`src/rtl/cipher_stream_bridge.sv`:
```
// Byte-stream <-> block adapter around a block-cipher core, with idle padding.
// Define CBC_MODE_EN to chain blocks (CBC); default build is ECB.
module cipher_stream_bridge #(
  parameter int                       BLOCK_BYTES = 8,
  parameter int                       TIMEOUT     = 100000,
  parameter logic [7:0]               PAD_BYTE    = 8'h00,
  parameter logic [8*BLOCK_BYTES-1:0] IV          = '0
) (
  input  logic                       clk,
  input  logic                       rst,
  input  logic [7:0]                 s_axis_tdata,
  input  logic                       s_axis_tvalid,
  output logic                       s_axis_tready,
  output logic [7:0]                 m_axis_tdata,
  output logic                       m_axis_tvalid,
  input  logic                       m_axis_tready,
  output logic [8*BLOCK_BYTES-1:0]   c_m_axis_tdata,
  output logic                       c_m_axis_tvalid,
  input  logic                       c_m_axis_tready,
  input  logic [8*BLOCK_BYTES-1:0]   c_s_axis_tdata,
  input  logic                       c_s_axis_tvalid,
  output logic                       c_s_axis_tready,
  output logic                       padded
);
  localparam int BW = 8 * BLOCK_BYTES;
  localparam int IW = $clog2(BLOCK_BYTES);
  localparam int CW = (TIMEOUT > 0) ? $clog2(TIMEOUT + 1) : 1;
  localparam logic [IW-1:0] LAST = IW'(BLOCK_BYTES - 1);
  localparam logic [CW-1:0] TLIM = CW'(TIMEOUT);

  typedef enum logic [1:0] {FILL, SEND, WAIT, DRAIN} state_e;

  state_e          state_q;
  logic [IW-1:0]   idx_q;
  logic [CW-1:0]   idle_q;
  logic [BW-1:0]   blk_q;
  logic [BW-1:0]   out_q;
  logic            pad_q;
  logic            s_beat;
  logic            tmo;

  if (BLOCK_BYTES < 2 || BLOCK_BYTES > 32) begin : g_bad_bb
    $error("BLOCK_BYTES must be in 2..32");
  end

  assign s_axis_tready   = (state_q == FILL);
  assign c_m_axis_tvalid = (state_q == SEND);
  assign c_s_axis_tready = (state_q == WAIT);
  assign m_axis_tvalid   = (state_q == DRAIN);
  assign m_axis_tdata    = out_q[7:0];
  assign padded          = pad_q;

  assign s_beat = s_axis_tvalid & s_axis_tready;
  // An input beat always beats the timeout on the same cycle.
  assign tmo = (TIMEOUT != 0) && (state_q == FILL) && (idx_q != '0)
            && !s_beat && (idle_q == TLIM - CW'(1));

  always_ff @(posedge clk) begin
    if (rst) begin
      state_q <= FILL;
      idx_q   <= '0;
      idle_q  <= '0;
      blk_q   <= '0;
      out_q   <= '0;
      pad_q   <= 1'b0;
    end else begin
      pad_q <= 1'b0;
      unique case (state_q)
        FILL: begin
          if (s_beat) begin
            blk_q[8*idx_q +: 8] <= s_axis_tdata;
            idle_q <= '0;
            idx_q  <= (idx_q == LAST) ? '0 : idx_q + 1'b1;
            if (idx_q == LAST) state_q <= SEND;
          end else if (tmo) begin
            for (int i = 0; i < BLOCK_BYTES; i++) begin
              if (IW'(i) >= idx_q) blk_q[8*i +: 8] <= PAD_BYTE;
            end
            idx_q   <= '0;
            idle_q  <= '0;
            pad_q   <= 1'b1;
            state_q <= SEND;
          end else if (idx_q != '0 && idle_q != TLIM) begin
            idle_q <= idle_q + 1'b1;
          end
        end
        SEND: begin
          if (c_m_axis_tready) state_q <= WAIT;
        end
        WAIT: begin
          if (c_s_axis_tvalid) begin
            out_q   <= c_s_axis_tdata;
            idx_q   <= '0;
            state_q <= DRAIN;
          end
        end
        DRAIN: begin
          if (m_axis_tready) begin
            out_q <= out_q >> 8;
            idx_q <= (idx_q == LAST) ? '0 : idx_q + 1'b1;
            if (idx_q == LAST) state_q <= FILL;
          end
        end
        default: state_q <= FILL;
      endcase
    end
  end

`ifdef CBC_MODE_EN
  logic [BW-1:0] chain_q;

  // Chain value is the previous ciphertext returned by the core.
  always_ff @(posedge clk) begin
    if (rst) begin
      chain_q <= IV;
    end else if (state_q == WAIT && c_s_axis_tvalid) begin
      chain_q <= c_s_axis_tdata;
    end
  end

  assign c_m_axis_tdata = blk_q ^ chain_q;
`else
  if ($bits(IV) != BW) begin : g_bad_iv
    $error("IV width must equal block width");
  end

  assign c_m_axis_tdata = blk_q;
`endif

endmodule

```
`config.mk`:
```
export PLATFORM = sky130hd
export DESIGN_NAME = cipher_stream_bridge
export DESIGN_NICKNAME = d
export VERILOG_FILES = /design/src/rtl/cipher_stream_bridge.sv
export SDC_FILE = /design/constraint.sdc
export NUM_CORES = 1
export LEC_CHECK = 0
export ABC_AREA = 1
export BUFFER_PORTS_ARGS = -buffer_cell sky130_fd_sc_hd__buf_2
export CAP_MARGIN = 20
export CORE_MARGIN = 2
export CORE_UTILIZATION = 60
export CTS_BUF_LIST = sky130_fd_sc_hd__clkbuf_8
export DETAILED_ROUTE_END_ITERATION = 6
export GPL_ROUTABILITY_DRIVEN = 0
export PLACE_DENSITY = 0.85
export SLEW_MARGIN = 40
export SYNTH_ARGS = -nofsm -noshare
export SYNTH_HDL_FRONTEND = slang
export SYNTH_SLANG_ARGS = --single-unit
```
`constraint.sdc`:
```
create_clock -name clk -period 6.3 [get_ports clk]
set_input_delay 0.315 -clock clk [delete_from_list [all_inputs] [get_ports clk]]
set_output_delay 0.315 -clock clk [all_outputs]
set_load 0.02 [all_outputs]
```
==> flow_metrics.tcl <==
set metrics [dict create \
    maxCapViolCount 0 \
    cts_resized 0 \
    tns_ns 0 \
    cts_buffer_depth 2 \
    htreeDepth 4 \
    die_w_um 112 \
    cts_root_buf "clkbuf_8" \
    drt-initial-drc-count 736 \
    final_common_cell "nand2_1" \
    fmaxAchievable_ghz 0.265 \
    cpPeakStageDelay_ns 0.77 \
    avgSynthCellArea_um2 7.13 \
    async_flop_share_pct 0 \
    final-seq-area_um2 3020 \
    multiInputGateArea_um2 3460 \
    fillCellCount 962 \
    numCtsBuffers 17 \
    ys_types 34 \
    initial_core_util_pct 61.2 \
    skew_ns 0.00965 \
    ant_nets 0 \
    grt.total_usage_pct 27.3 \
    cts_setup_buffers 0 \
    clk_latency_ns 0.45 \
    cts.sinks 151 \
    row_count 39 \
    hold_path.class "in -> reg" \
    grt_pass1_wl_um 28400 \
    synthCells 980 \
    cp-start-kind "register" \
    status "complete, no violations" \
    grt_start_max_net_pins 84 \
    yosysSeqAreaShare_pct 43.2 \
    hpwl_um 11800 \
    hold_viol_final 0 \
    synthFlopType "dfxtp_1" \
    dp_slack_ns 2.51 \
    syn-num-nets 1073 \
    drt-total-wl_um 17100 \
    slew_viol_final 0 \
    leakage_nw 3.54 \
    antenna_found_initial 1 \
    synth-seq-cells 151 \
    yosysWarnings 0 \
    setup_ws_ns 2.52 \
    synth_edf_count 0 \
    final_cell_mix "nand2_1, buf_2, dfxtp_1" \
    path_cells "ha_2, buf_4, clkinv_2, a21oi_4, buf_8, buf_4, inv_1, a22oi_1, nor2_1" \
    end_kind "register" \
    die_h_um 112 \
    layout-drive-gt1-share_pct 19.8 \
    clk_pin_slew_worst_paths_ns 0.08 \
    hold_buffers 0 \
    arrival_ns 4.09 \
    tightest_slew_ns 0.761 \
    tritoncts "yes" \
    drt-pass1-iter-count 5 \
    grt_pass1_vias 6230 \
    power_w 0.00325 \
    min_period_ns 3.78 \
    crit_top_cell "buf_4" \
    setup_viol 0 \
    nNetsFinal 1194 \
    vias 6806 \
    wl_per_cell_um 13.6 \
    rsz0062_at_grt "no" \
    io_buffers 154 \
    ios 155 \
    irDropWorstVdd_mv 0.329 \
    fin_crit_sh_pct 60.0 \
    crit_slowest_cell "clkinv_2" \
    critical_path.max_fanout 73 \
    critPathKind "reg -> reg" \
    worst_slew_margin_rel_pct 49.2 \
    core_area_um2 11400 \
    power_density_nw_per_um2 400 \
    synth_area_um2 6990 \
    area_growth_pct 16.2 \
    vias_per_cell 5.41 \
    grt-ovfl-total 0 \
    required_ns 6.62 \
    holdWs_ns 0.120 \
    route.detailed.drc 0 \
    dieArea_um2 12500 \
]
[flip-flops by register name (all words and copies together), names as in the netlist]
signal / cells
c_m_axis_tdata: 64
out_q: 64
idle_q: 17
idx_q: 3
state_q: 2
padded: 1
[logic make-up after synthesis]
family / after synthesis / share of synthesized area, %
compound gates: 220 / 17.3
xor+xnor: 4 / 0.501
fa+ha+maj: 15 / 2.68
buf+inv: 115 / 7.36
flops: 151 / 43.2
simple gates: 475 / 28.9
[worst paths after layout]
| path | start | end | slack (ns) | cells after the start |
|---|---|---|---|---|
| hold / removal | c_s_axis_tdata[27] | out_q[27] | 0.12 | 3 |
| setup reg to reg | state_q[0] | out_q[58] | 2.52 | 9 |
| hold reg to reg | c_m_axis_tdata[49] | c_m_axis_tdata[49] | 0.46 | 2 |
| setup / recovery | state_q[0] | out_q[58] | 2.52 | 9 |
[Yosys cell counts (2+ instances only)]
cell      count  share of area (%)
a21oi_1      86                6.2
a21oi_2       3               0.38
a22oi_1       8               0.86
a31oi_1      57                5.1
buf_2        11               0.79
buf_4         8               0.86
buf_6         3               0.48
clkbuf_1     33                1.8
dfxtp_1     151                 43
ha_1         15                2.7
inv_1        52                2.8
inv_2         6               0.32
nand2_1     305                 16
nand2_2       5               0.45
nand2_4       6               0.97
nand3_1      38                2.7
nand3_2       4               0.57
nand3_4       2               0.50
nand4_1      10               0.89
nor2_1       79                4.2
nor2_4        2               0.32
nor3_1       20                1.4
o21ai_0      62                4.4
xor2_1        4               0.50
[routing by layer]
layer	vias to the layer above	share of wire, %	track usage, %	wire length [µm]
met5	-	0	0	0
met1	3058	45	36.3	7720
met2	236	47	43.8	7990
met3	25	6.8	7.13	1170
met4	0	1.5	8.70	265
li1	3487	-	-	-
[per-stage QoR]
stage	instances	cell area [µm²]	util, %
2_1_floorplan	980	6990	-
3_3_place_gp	1224	7680	67.3
3_5_place_dp	1224	7680	67.3
4_1_cts	1256	8100	71.0
5_1_grt	1258	8130	71.2
6_report	1258	8130	71.2
[worst max-delay path, delay by kind of cell (launching register included)]
family	cells	cell delay, ns
and+or+nand+nor	1	0.05
buffers and inverters	5	2.27
AOI/OAI and AO/OA	2	0.72
DFF	1	0.37
adders and majority gates	1	0.17
[area by class of cell]
cell class / count / share of cell area, %
Clock buffer: 21 / 3.56
Antenna cell: 1 / 0.0308
Sequential cell: 151 / 37.2
Timing Repair Buffer: 159 / 10.1
Tap cell: 143 / 2.20
Clock inverter: 11 / 1.60
Inverter: 58 / 2.69
Multi-Input combinational cell: 714 / 42.6
[power by group]
group | internal, W | switching [W]
clock network | 0.000428 | 0.000345
registers | 0.00115 | 0.000114
logic | 0.000356 | 0.000854
Note: power is estimated with default switching activity, not from simulation.
